### src/rtl/midi_pkg.sv
`default_nettype none
// +----------------------------------------------------------------------------+
// | midi_pkg                                                                   |
// | Shared MIDI status constants, parser state encoding and message lengths.  |
// | Rev 1.0                                                                    |
// +----------------------------------------------------------------------------+
package midi_pkg;

  localparam logic [7:0] NOTE_OFF    = 8'h80;
  localparam logic [7:0] NOTE_ON     = 8'h90;
  localparam logic [7:0] POLY_AT     = 8'hA0;
  localparam logic [7:0] CTRL_CHG    = 8'hB0;
  localparam logic [7:0] PROG_CHG    = 8'hC0;
  localparam logic [7:0] CHAN_AT     = 8'hD0;
  localparam logic [7:0] PITCH_BEND  = 8'hE0;
  localparam logic [7:0] SYSEX_START = 8'hF0;
  localparam logic [7:0] MTC_QF      = 8'hF1;
  localparam logic [7:0] SONG_POS    = 8'hF2;
  localparam logic [7:0] SONG_SEL    = 8'hF3;
  localparam logic [7:0] SYSEX_END   = 8'hF7;
  localparam logic [7:0] RT_FIRST    = 8'hF8;
  localparam logic [7:0] ACT_SENSE   = 8'hFE;

  typedef enum logic [1:0] {
    IDLE  = 2'd0,
    DATA  = 2'd1,
    RUN   = 2'd2,
    SYSEX = 2'd3
  } parser_state_t;

  // Number of data bytes following a status byte; undefined system codes give 0.
  function automatic logic [1:0] data_len(input logic [7:0] status);
    logic [7:0] hi;
    hi       = status & 8'hF0;
    data_len = 2'd0;
    if (hi == PROG_CHG || hi == CHAN_AT)
      data_len = 2'd1;
    else if (hi == NOTE_OFF || hi == NOTE_ON || hi == POLY_AT ||
             hi == CTRL_CHG || hi == PITCH_BEND)
      data_len = 2'd2;
    else if (status == MTC_QF || status == SONG_SEL)
      data_len = 2'd1;
    else if (status == SONG_POS)
      data_len = 2'd2;
  endfunction

endpackage
`default_nettype wire

### src/rtl/midi_active_sense_wd.sv
`default_nettype none
// +----------------------------------------------------------------------------+
// | midi_active_sense_wd                                                       |
// | Active-sensing watchdog: armed by FE, reloaded by any byte, one-cycle     |
// | expire pulse then disarms. Built only with MIDI_ACTIVE_SENSE_EN.          |
// | Rev 1.0                                                                    |
// +----------------------------------------------------------------------------+
`ifdef MIDI_ACTIVE_SENSE_EN
module midi_active_sense_wd #(
  parameter int unsigned TIMEOUT_CYC = 7500000
) (
  input  logic clk,
  input  logic rst_n,
  input  logic arm,
  input  logic kick,
  output logic expire
);

  localparam logic [31:0] RELOAD = 32'(TIMEOUT_CYC - 1);

  logic        armed_q, armed_d;
  logic [31:0] cnt_q, cnt_d;
  logic        expire_q, expire_d;

  always_ff @(posedge clk or negedge rst_n) begin
    if (!rst_n) begin
      armed_q  <= 1'b0;
      cnt_q    <= 32'd0;
      expire_q <= 1'b0;
    end else begin
      armed_q  <= armed_d;
      cnt_q    <= cnt_d;
      expire_q <= expire_d;
    end
  end

  always_comb begin
    armed_d  = armed_q;
    cnt_d    = cnt_q;
    expire_d = 1'b0;
    if (armed_q) begin
      if (cnt_q == 32'd0) begin
        expire_d = 1'b1;
        armed_d  = 1'b0;
      end else begin
        cnt_d = cnt_q - 32'd1;
      end
    end
    // A received byte always wins over a same-cycle expiry.
    if (kick) begin
      cnt_d    = RELOAD;
      expire_d = 1'b0;
      armed_d  = armed_q | arm;
    end
  end

  assign expire = expire_q;

endmodule
`endif
`default_nettype wire

### src/rtl/midi_rx_parser.sv
`default_nettype none
// +----------------------------------------------------------------------------+
// | midi_rx_parser                                                             |
// | MIDI byte framing: running status, sysex, real-time split.                |
// | Optional active-sense watchdog via MIDI_ACTIVE_SENSE_EN.                  |
// | Rev 1.0                                                                    |
// +----------------------------------------------------------------------------+
module midi_rx_parser
  import midi_pkg::*;
#(
  parameter int unsigned CLK_HZ        = 25000000,
  parameter int unsigned AS_TIMEOUT_MS = 300
) (
  input  logic       CLOCK_25,
  input  logic       reset_reg_N,
  input  logic [7:0] rx_byte,
  input  logic       rx_valid,
  input  logic       rx_frame_err,
  output logic       byteready,
  output logic [7:0] cur_status,
  output logic [7:0] midibyte_nr,
  output logic [7:0] midibyte,
  output logic       sys_real,
  output logic [7:0] sys_real_dat,
  output logic       all_notes_off
);

  localparam int unsigned AS_CYCLES = CLK_HZ / 1000 * AS_TIMEOUT_MS;

  parser_state_t state_q, state_d;
  logic [7:0]    cur_status_q, cur_status_d;
  logic [7:0]    nr_q, nr_d;
  logic [7:0]    midibyte_q, midibyte_d;
  logic [7:0]    rt_dat_q, rt_dat_d;
  logic [1:0]    len_q, len_d;
  logic          byteready_q, byteready_d;
  logic          sys_real_q, sys_real_d;
  logic          clr_pend_q, clr_pend_d;
  logic          wd_expire;
  logic [7:0]    nr_inc;
  logic [1:0]    new_len;

`ifdef MIDI_ACTIVE_SENSE_EN
  midi_active_sense_wd #(
    .TIMEOUT_CYC(AS_CYCLES)
  ) u_wd (
    .clk   (CLOCK_25),
    .rst_n (reset_reg_N),
    .arm   (rx_valid && !rx_frame_err && (rx_byte == ACT_SENSE)),
    .kick  (rx_valid),
    .expire(wd_expire)
  );
  assign all_notes_off = wd_expire;
`else
  assign wd_expire     = 1'b0;
  assign all_notes_off = wd_expire & (AS_CYCLES == 0);
`endif

  always_ff @(posedge CLOCK_25 or negedge reset_reg_N) begin
    if (!reset_reg_N) begin
      state_q      <= IDLE;
      cur_status_q <= 8'h00;
      nr_q         <= 8'h00;
      midibyte_q   <= 8'h00;
      rt_dat_q     <= 8'h00;
      len_q        <= 2'd0;
      byteready_q  <= 1'b0;
      sys_real_q   <= 1'b0;
      clr_pend_q   <= 1'b0;
    end else begin
      state_q      <= state_d;
      cur_status_q <= cur_status_d;
      nr_q         <= nr_d;
      midibyte_q   <= midibyte_d;
      rt_dat_q     <= rt_dat_d;
      len_q        <= len_d;
      byteready_q  <= byteready_d;
      sys_real_q   <= sys_real_d;
      clr_pend_q   <= clr_pend_d;
    end
  end

  assign nr_inc  = (nr_q == 8'hFF) ? 8'hFF : nr_q + 8'd1;
  assign new_len = data_len(rx_byte);

  always_comb begin
    state_d      = state_q;
    // The final byte of a terminating message is presented with its status;
    // the status is dropped on the following cycle.
    cur_status_d = clr_pend_q ? 8'h00 : cur_status_q;
    clr_pend_d   = 1'b0;
    nr_d         = nr_q;
    midibyte_d   = midibyte_q;
    rt_dat_d     = rt_dat_q;
    len_d        = len_q;
    byteready_d  = 1'b0;
    sys_real_d   = 1'b0;

    if (wd_expire) begin
      state_d      = IDLE;
      cur_status_d = 8'h00;
    end

    if (rx_valid) begin
      if (rx_frame_err) begin
        state_d      = IDLE;
        cur_status_d = 8'h00;
      end else if (rx_byte >= RT_FIRST) begin
        sys_real_d = 1'b1;
        rt_dat_d   = rx_byte;
      end else if (rx_byte[7]) begin
        if (rx_byte == SYSEX_END) begin
          if (state_q == SYSEX) begin
            byteready_d = 1'b1;
            midibyte_d  = rx_byte;
            nr_d        = nr_inc;
            state_d     = IDLE;
            clr_pend_d  = 1'b1;
          end
        end else begin
          byteready_d  = 1'b1;
          cur_status_d = rx_byte;
          midibyte_d   = rx_byte;
          nr_d         = 8'h00;
          len_d        = new_len;
          if (rx_byte == SYSEX_START) begin
            state_d = SYSEX;
          end else if (new_len == 2'd0) begin
            state_d    = IDLE;
            clr_pend_d = 1'b1;
          end else begin
            state_d = DATA;
          end
        end
      end else begin
        case (state_q)
          DATA: begin
            byteready_d = 1'b1;
            midibyte_d  = rx_byte;
            nr_d        = nr_inc;
            if (nr_inc == {6'd0, len_q}) begin
              if (cur_status_q[7:4] == 4'hF) begin
                state_d    = IDLE;
                clr_pend_d = 1'b1;
              end else begin
                state_d = RUN;
              end
            end
          end
          RUN: begin
            byteready_d = 1'b1;
            midibyte_d  = rx_byte;
            nr_d        = 8'd1;
            state_d     = (len_q == 2'd1) ? RUN : DATA;
          end
          SYSEX: begin
            byteready_d = 1'b1;
            midibyte_d  = rx_byte;
            nr_d        = nr_inc;
          end
          default: ;
        endcase
      end
    end
  end

  assign byteready    = byteready_q;
  assign cur_status   = cur_status_q;
  assign midibyte_nr  = nr_q;
  assign midibyte     = midibyte_q;
  assign sys_real     = sys_real_q;
  assign sys_real_dat = rt_dat_q;

endmodule
`default_nettype wire
### config.mk
export PLATFORM = sky130hd
export DESIGN_NAME = midi_rx_parser
export DESIGN_NICKNAME = d
export VERILOG_FILES = /design/src/rtl/midi_pkg.sv /design/src/rtl/midi_active_sense_wd.sv /design/src/rtl/midi_rx_parser.sv
export SDC_FILE = /design/constraint.sdc
export NUM_CORES = 1
export LEC_CHECK = 0
export CORE_MARGIN = 2
export CORE_UTILIZATION = 54
export DETAILED_ROUTE_END_ITERATION = 8
export PLACE_DENSITY = 0.95
export SETUP_SLACK_MARGIN = 0.5
export SLEW_MARGIN = 20
export SYNTH_ARGS = -nofsm -noshare
export SYNTH_HDL_FRONTEND = slang
export SYNTH_SLANG_ARGS = --single-unit
### constraint.sdc
create_clock -name CLOCK_25 -period 2.8 [get_ports CLOCK_25]
set_input_delay 0.56 -clock CLOCK_25 [delete_from_list [all_inputs] [get_ports CLOCK_25]]
set_output_delay 0.56 -clock CLOCK_25 [all_outputs]
set_load 0.01 [all_outputs]
; Word level (Yosys, flattened, before mapping)
; Index checks and enable logic that the tools add are counted.
; W data, S select, Z words.
[word_totals]
regBits = 39
out_inout_bits = 35
[op_classes]
addsub = 1
order_cmp = 1
n_eq_ne = 23
n_mux = 50
bitwise_logic = 3
n_reduce_logical = 17
[op_table]
columns = operator, n
row1 = $mux W8, 14
row2 = $eq A8 B8 Y1 const B, 6
row3 = $eq A4 B4 Y1 const B, 8
row4 = $mux W2, 13
row5 = $mux W1, 21
row6 = $reduce_and A5 Y1, 4
row7 = $pmux W8 S2, 1
row8 = $add A8 B1 Y8 const B, 1
row9 = $eq A8 B2 Y1, 1
row10 = $ge A8 B8 Y1 const B, 1
row11 = $logic_or A1 B1 Y1, 6
row12 = $eq A2 B1 Y1 const B, 2
row13 = $eq A2 B2 Y1 const B, 2
row14 = $ne A4 B3 Y1 const B, 1
row15 = $ne A4 B4 Y1 const B, 1
row16 = $pmux W2 S2, 1
row17 = $reduce_bool A4 Y1, 1
row18 = $ne A3 B2 Y1 const B, 1
row19 = $not A1 Y1, 3
row20 = $reduce_and A3 Y1, 1
row21 = $reduce_bool A3 Y1, 1
row22 = $reduce_or A3 Y1, 1
row23 = $logic_not A2 Y1, 1
row24 = $ne A2 B2 Y1 const B, 1
row25 = 2 further kinds, 2

; Depth between registers and ports, before layout
[logic_depth]
word_depth = 15
ltp_mapped = 8
depth_no_buf = 7

; Least setup slack after synthesis
; No wires, ideal clock.
[synth_path]
kind = reg-to-reg
from = register nr_q[1], in the netlist midibyte_nr[1]
to = register state_q[0]
setup_time_ps = 124
arrival_time_ps = 1834
required_ps = 2676
slack_ps = 842
path_stages_with_launch = 9
path_buffers = 1
period_less_slack_ps = 1958
path_cell_list = dfrtp_1 -> ha_1 -> and3_1 -> buf_6 -> nor3_1 -> a31o_1 -> o2111ai_2 -> nor4b_1 -> a211o_1
[synth_via]
elab_chain_cells = 5
[synth_rtl]
columns = item, line_no
row1 = from (decl), midi_rx_parser.sv:32  ; logic [7:0] nr_q, nr_d;
row2 = from (signal assigned), midi_rx_parser.sv:73  ; nr_q <= nr_d;
row3 = $add A8 B1 Y8 or $eq A8 B8 Y1 (tied branches), midi_rx_parser.sv:83  ; assign nr_inc = (nr_q == 8'hFF) ? 8'hFF : nr_q + 8'd1;
row4 = $mux W8 *, midi_rx_parser.sv:83
row5 = $eq A8 B2 Y1 *, midi_rx_parser.sv:141  ; if (nr_inc == {6'd0, len_q}) begin
row6 = $ne A4 B4 Y1 (no line) *, -
row7 = $reduce_and A5 Y1 (no line) *, -
row8 = to (signal assigned), midi_rx_parser.sv:71  ; state_q <= state_d;
row9 = to (decl), midi_rx_parser.sv:30  ; parser_state_t state_q, state_d;
; Mark *: on every way between the ends. The rest lies on a longest branch, timed or not.
; A chain may end at the register's enable or synchronous reset.

; Worst setup path after layout
[layout_path]
from = input rx_byte[7]
to = register midibyte_q[0], in the netlist midibyte[0]
[layout_via]
elab_chain_cells = 3
[layout_rtl]
columns = item, line_no
row1 = from (decl), midi_rx_parser.sv:16  ; input logic [7:0] rx_byte,
row2 = $ge A8 B8 Y1 or $eq A8 B8 Y1 (tied branches), "midi_rx_parser.sv:108, midi_rx_parser.sv:112"
row3 = "$not A1 Y1 (no line), or another cell as far along", -
row4 = $reduce_and A5 Y1 (no line) or $mux W8 (tied branches), -
row5 = to (signal assigned), midi_rx_parser.sv:74  ; midibyte_q <= midibyte_d;
row6 = to (decl), midi_rx_parser.sv:33  ; logic [7:0] midibyte_q, midibyte_d;
; Parallel ways exist; a longest one is shown, timed or not.

==> flow_summary.json <==
{
  "r2r_start": "midibyte_nr[0]",
  "crit_path_cell_trace": "clkdlybuf4s50_1 -> and4_1 -> nand2_1 -> nand2_1 -> a21oi_4 -> mux2_2",
  "dp.final_hpwl_mm": 3.430,
  "ff2ff_setup_slack_ns": 0.63,
  "yosysTopAreaCellShare": 0.4733,
  "arrival_ns": 2.43,
  "ys.flop_type": "dfrtp_1",
  "antenna_found_initial": 0,
  "vias_per_cell": 5.868,
  "finalClockSkew_ns": 0.002554,
  "use_met2": 0.4179,
  "crit_path_max_incr_delay_ns": 0.61,
  "cp_data_required_time_ns": 2.98,
  "tightest_slew_ns": 0.8308,
  "ys_warn_count": 0,
  "netlist_area_sq_mm": 0.002062,
  "syn2layout_area_growth_pct": 30.95,
  "finalHoldViolCount": 0,
  "tns_ns": 0,
  "status": "finished clean",
  "endpoint_kind": "flip-flop",
  "maxCapViolCount": 0,
  "path_max_fanout": 11,
  "rsz0062_at_grt": "true",
  "critPathCapture": "midibyte[0]",
  "synth_area_leaders": "dfrtp_1 (47%), mux2_2 (5.5%), nor2_1 (4.0%), a21oi_1 (3.6%), ha_1 (3.0%)",
  "path_clk_slew_ns": 0.07,
  "die_width_microns": 65.80,
  "fin_cells": 302,
  "fillers": 243,
  "setup-violations-final": 0,
  "final_nets": 270,
  "drtIter0Drc": 176,
  "route.detailed.drc": 0,
  "leakage_nw": 1.124,
  "ys_seq_area_frac": 0.4733,
  "fp.dieH_microns": 65.80,
  "final_common_cell": "clkdlybuf4s50_1",
  "power.density_mw_per_mm2": 770.3,
  "hold_class": "input pin to asynchronous set/reset pin",
  "synth_cells": 206,
  "startpoint": "rx_byte[7]",
  "grt_overflow": 0,
  "synth_edf_count": 0,
  "design.core.area_sq_mm": 0.003661,
  "ys_seq_elements": 39,
  "busiest_layer": "met2",
  "critPathKind": "input pin to flip-flop",
  "via_count": 1772,
  "worst-path-stages": 6,
  "fmax_ghz": 0.4456,
  "use_met1": 0.3076,
  "drt-total-wl_mm": 4.903,
  "portBuffers": 45,
  "r2r_cells": 7,
  "rows": 22,
  "syn_avg_cell_area_sq_um": 10.01,
  "place_inst": 294,
  "htree_levels": 2,
  "fin_crit_sh": 0.8015,
  "yosysTopAreaCell": "dfrtp_1",
  "grtUsageMet3": 0.05792,
  "path_delay_family": "buffers and inverters",
  "crit_buf_inv": 1,
  "grtUsageTotal": 0.2471,
  "gp_congestion": 0.9147,
  "ant_nets": 0,
  "drive_gt1_frac": 0.1535,
  "cts_made_buffers": 5,
  "min_period_ns": 2.244,
  "r2r-end": "clr_pend_q",
  "dieArea_sq_mm": 0.004329,
  "postCtsHoldBufs": 0,
  "slowest_stage": "clkdlybuf4s50_1",
  "io_pins": 47,
  "ir_worst_vdd_uv": 559.4,
  "root_buffer": "clkbuf_8",
  "first_global_vias": 1726,
  "clockBufferDepth": 2,
  "syn_nets": 223,
  "relSlewSlack": 0.4462,
  "initial_core_util": 0.5632,
  "crit_path_start_kind": "input pin",
  "async_reset_ff_frac": 1.000,
  "layout_common_cells": "clkdlybuf4s50_1 (44), dfrtp_1 (38), nor2_1 (22)",
  "crit_path_frequent_cell": "nand2_1",
  "fin_util": 0.7375,
  "drt_first_pass_iters": 4,
  "grt_max_degree": 40,
  "antenna_cells": 0,
  "grt_pass1_wl_mm": 8.045,
  "slew_viol_final": 0,
  "cts_tree": "yes",
  "drt-wirelength-per-cell_microns": 16.24,
  "clkSinkCount": 39,
  "synth_cell_types": 50,
  "clkLatencyLatePin_ns": 0.29
}
state kept, by name, summed over array words and instances (netlist names):
name          flops
state_q           2
byteready         1
clr_pend_q        1
midibyte          8
sys_real_dat      8
sys_real          1
len_q             2
midibyte_nr       8
cur_status        8
worst min-delay path by stage:
stage | startpoint | to | slack, ns | depth (start not counted)
CTS | reset_reg_N | midibyte[2] | 0.38 | 1
detailed placement | sys_real_dat[5] | sys_real_dat[5] | 0.46 | 1
finish | reset_reg_N | midibyte[2] | 0.36 | 1
global route | reset_reg_N | cur_status[1] | 0.43 | 1
global placement | sys_real_dat[5] | sys_real_dat[5] | 0.45 | 1
floorplan | reset_reg_N | byteready | 0.26 | 0
area by class of cell:
| cell class | instances | area (sq um) | share of cell area |
|---|---|---|---|
| Clock buffer | 6 | 72.57 | 0.02688 |
| Clock inverter | 2 | 60.06 | 0.02224 |
| Inverter | 6 | 22.52 | 0.008341 |
| Multi-Input combinational cell | 151 | 1025 | 0.3795 |
| Sequential cell | 39 | 977.2 | 0.3619 |
| Tap cell | 48 | 60.06 | 0.02224 |
| Timing Repair Buffer | 50 | 483.0 | 0.1789 |
synthesized netlist by cell type, drive strengths merged, types with 2 or more instances:
cell / n
dfrtp: 39
nor2: 22
a21oi: 17
nand2: 13
o21ai: 11
mux2: 10
buf: 8
nand3: 7
inv: 6
nand2b: 6
a22o: 5
a31oi: 5
ha: 5
nand4: 5
or2: 5
nor3: 4
o21a: 4
o211ai: 3
and3: 2
and4: 2
clkbuf: 2
nand3b: 2
or3: 2
per-stage QoR:
step,total power [mW],hold WS (ns),cell area (sq um),worst slack [ns]
2_1_floorplan,1.175,0.2644,2062,0.8419
3_3_place_gp,1.469,0.4547,2530,0.3151
3_5_place_dp,1.482,0.4560,2530,0.2748
4_1_cts,2.044,0.3778,2663,0.5310
5_1_grt,2.191,0.4289,2700,0.4578
6_report,2.080,0.3595,2700,0.5557
logic make-up after synthesis:
family,Yosys count,share of synthesized area
mux,10,0.05461
compound gates,59,0.2015
xor+xnor,2,0.008497
fa+ha+maj,5,0.03034
buf+inv,16,0.04733
other cells,1,0.001819
simple gates,74,0.1826
flops,39,0.4733
per-layer routing:
| layer | routed length (microns) | share of wire | up-vias |
|---|---|---|---|
| met5 | 0 | 0 | - |
| met1 | 2046 | 0.42 | 843 |
| met3 | 259 | 0.053 | 15 |
| met4 | 87 | 0.018 | 0 |
| met2 | 2510 | 0.51 | 71 |
| li1 | - | - | 843 |
what timing repair did:
item,in CTS,in global routing
resized for setup,0,6
setup endpoints to repair,0,14
setup buffers,0,0
endpoints found under the hold margin,0,0
power by group:
part	total (mW)	leakage [nW]	switching (mW)	internal, mW
Sequential	0.796	0.497	0.117	0.679
Combinational	0.734	0.561	0.353	0.381
Clock	0.550	0.0654	0.194	0.356
Total	2.08	1.12	0.664	1.42
(Power assumes the default switching activity.)
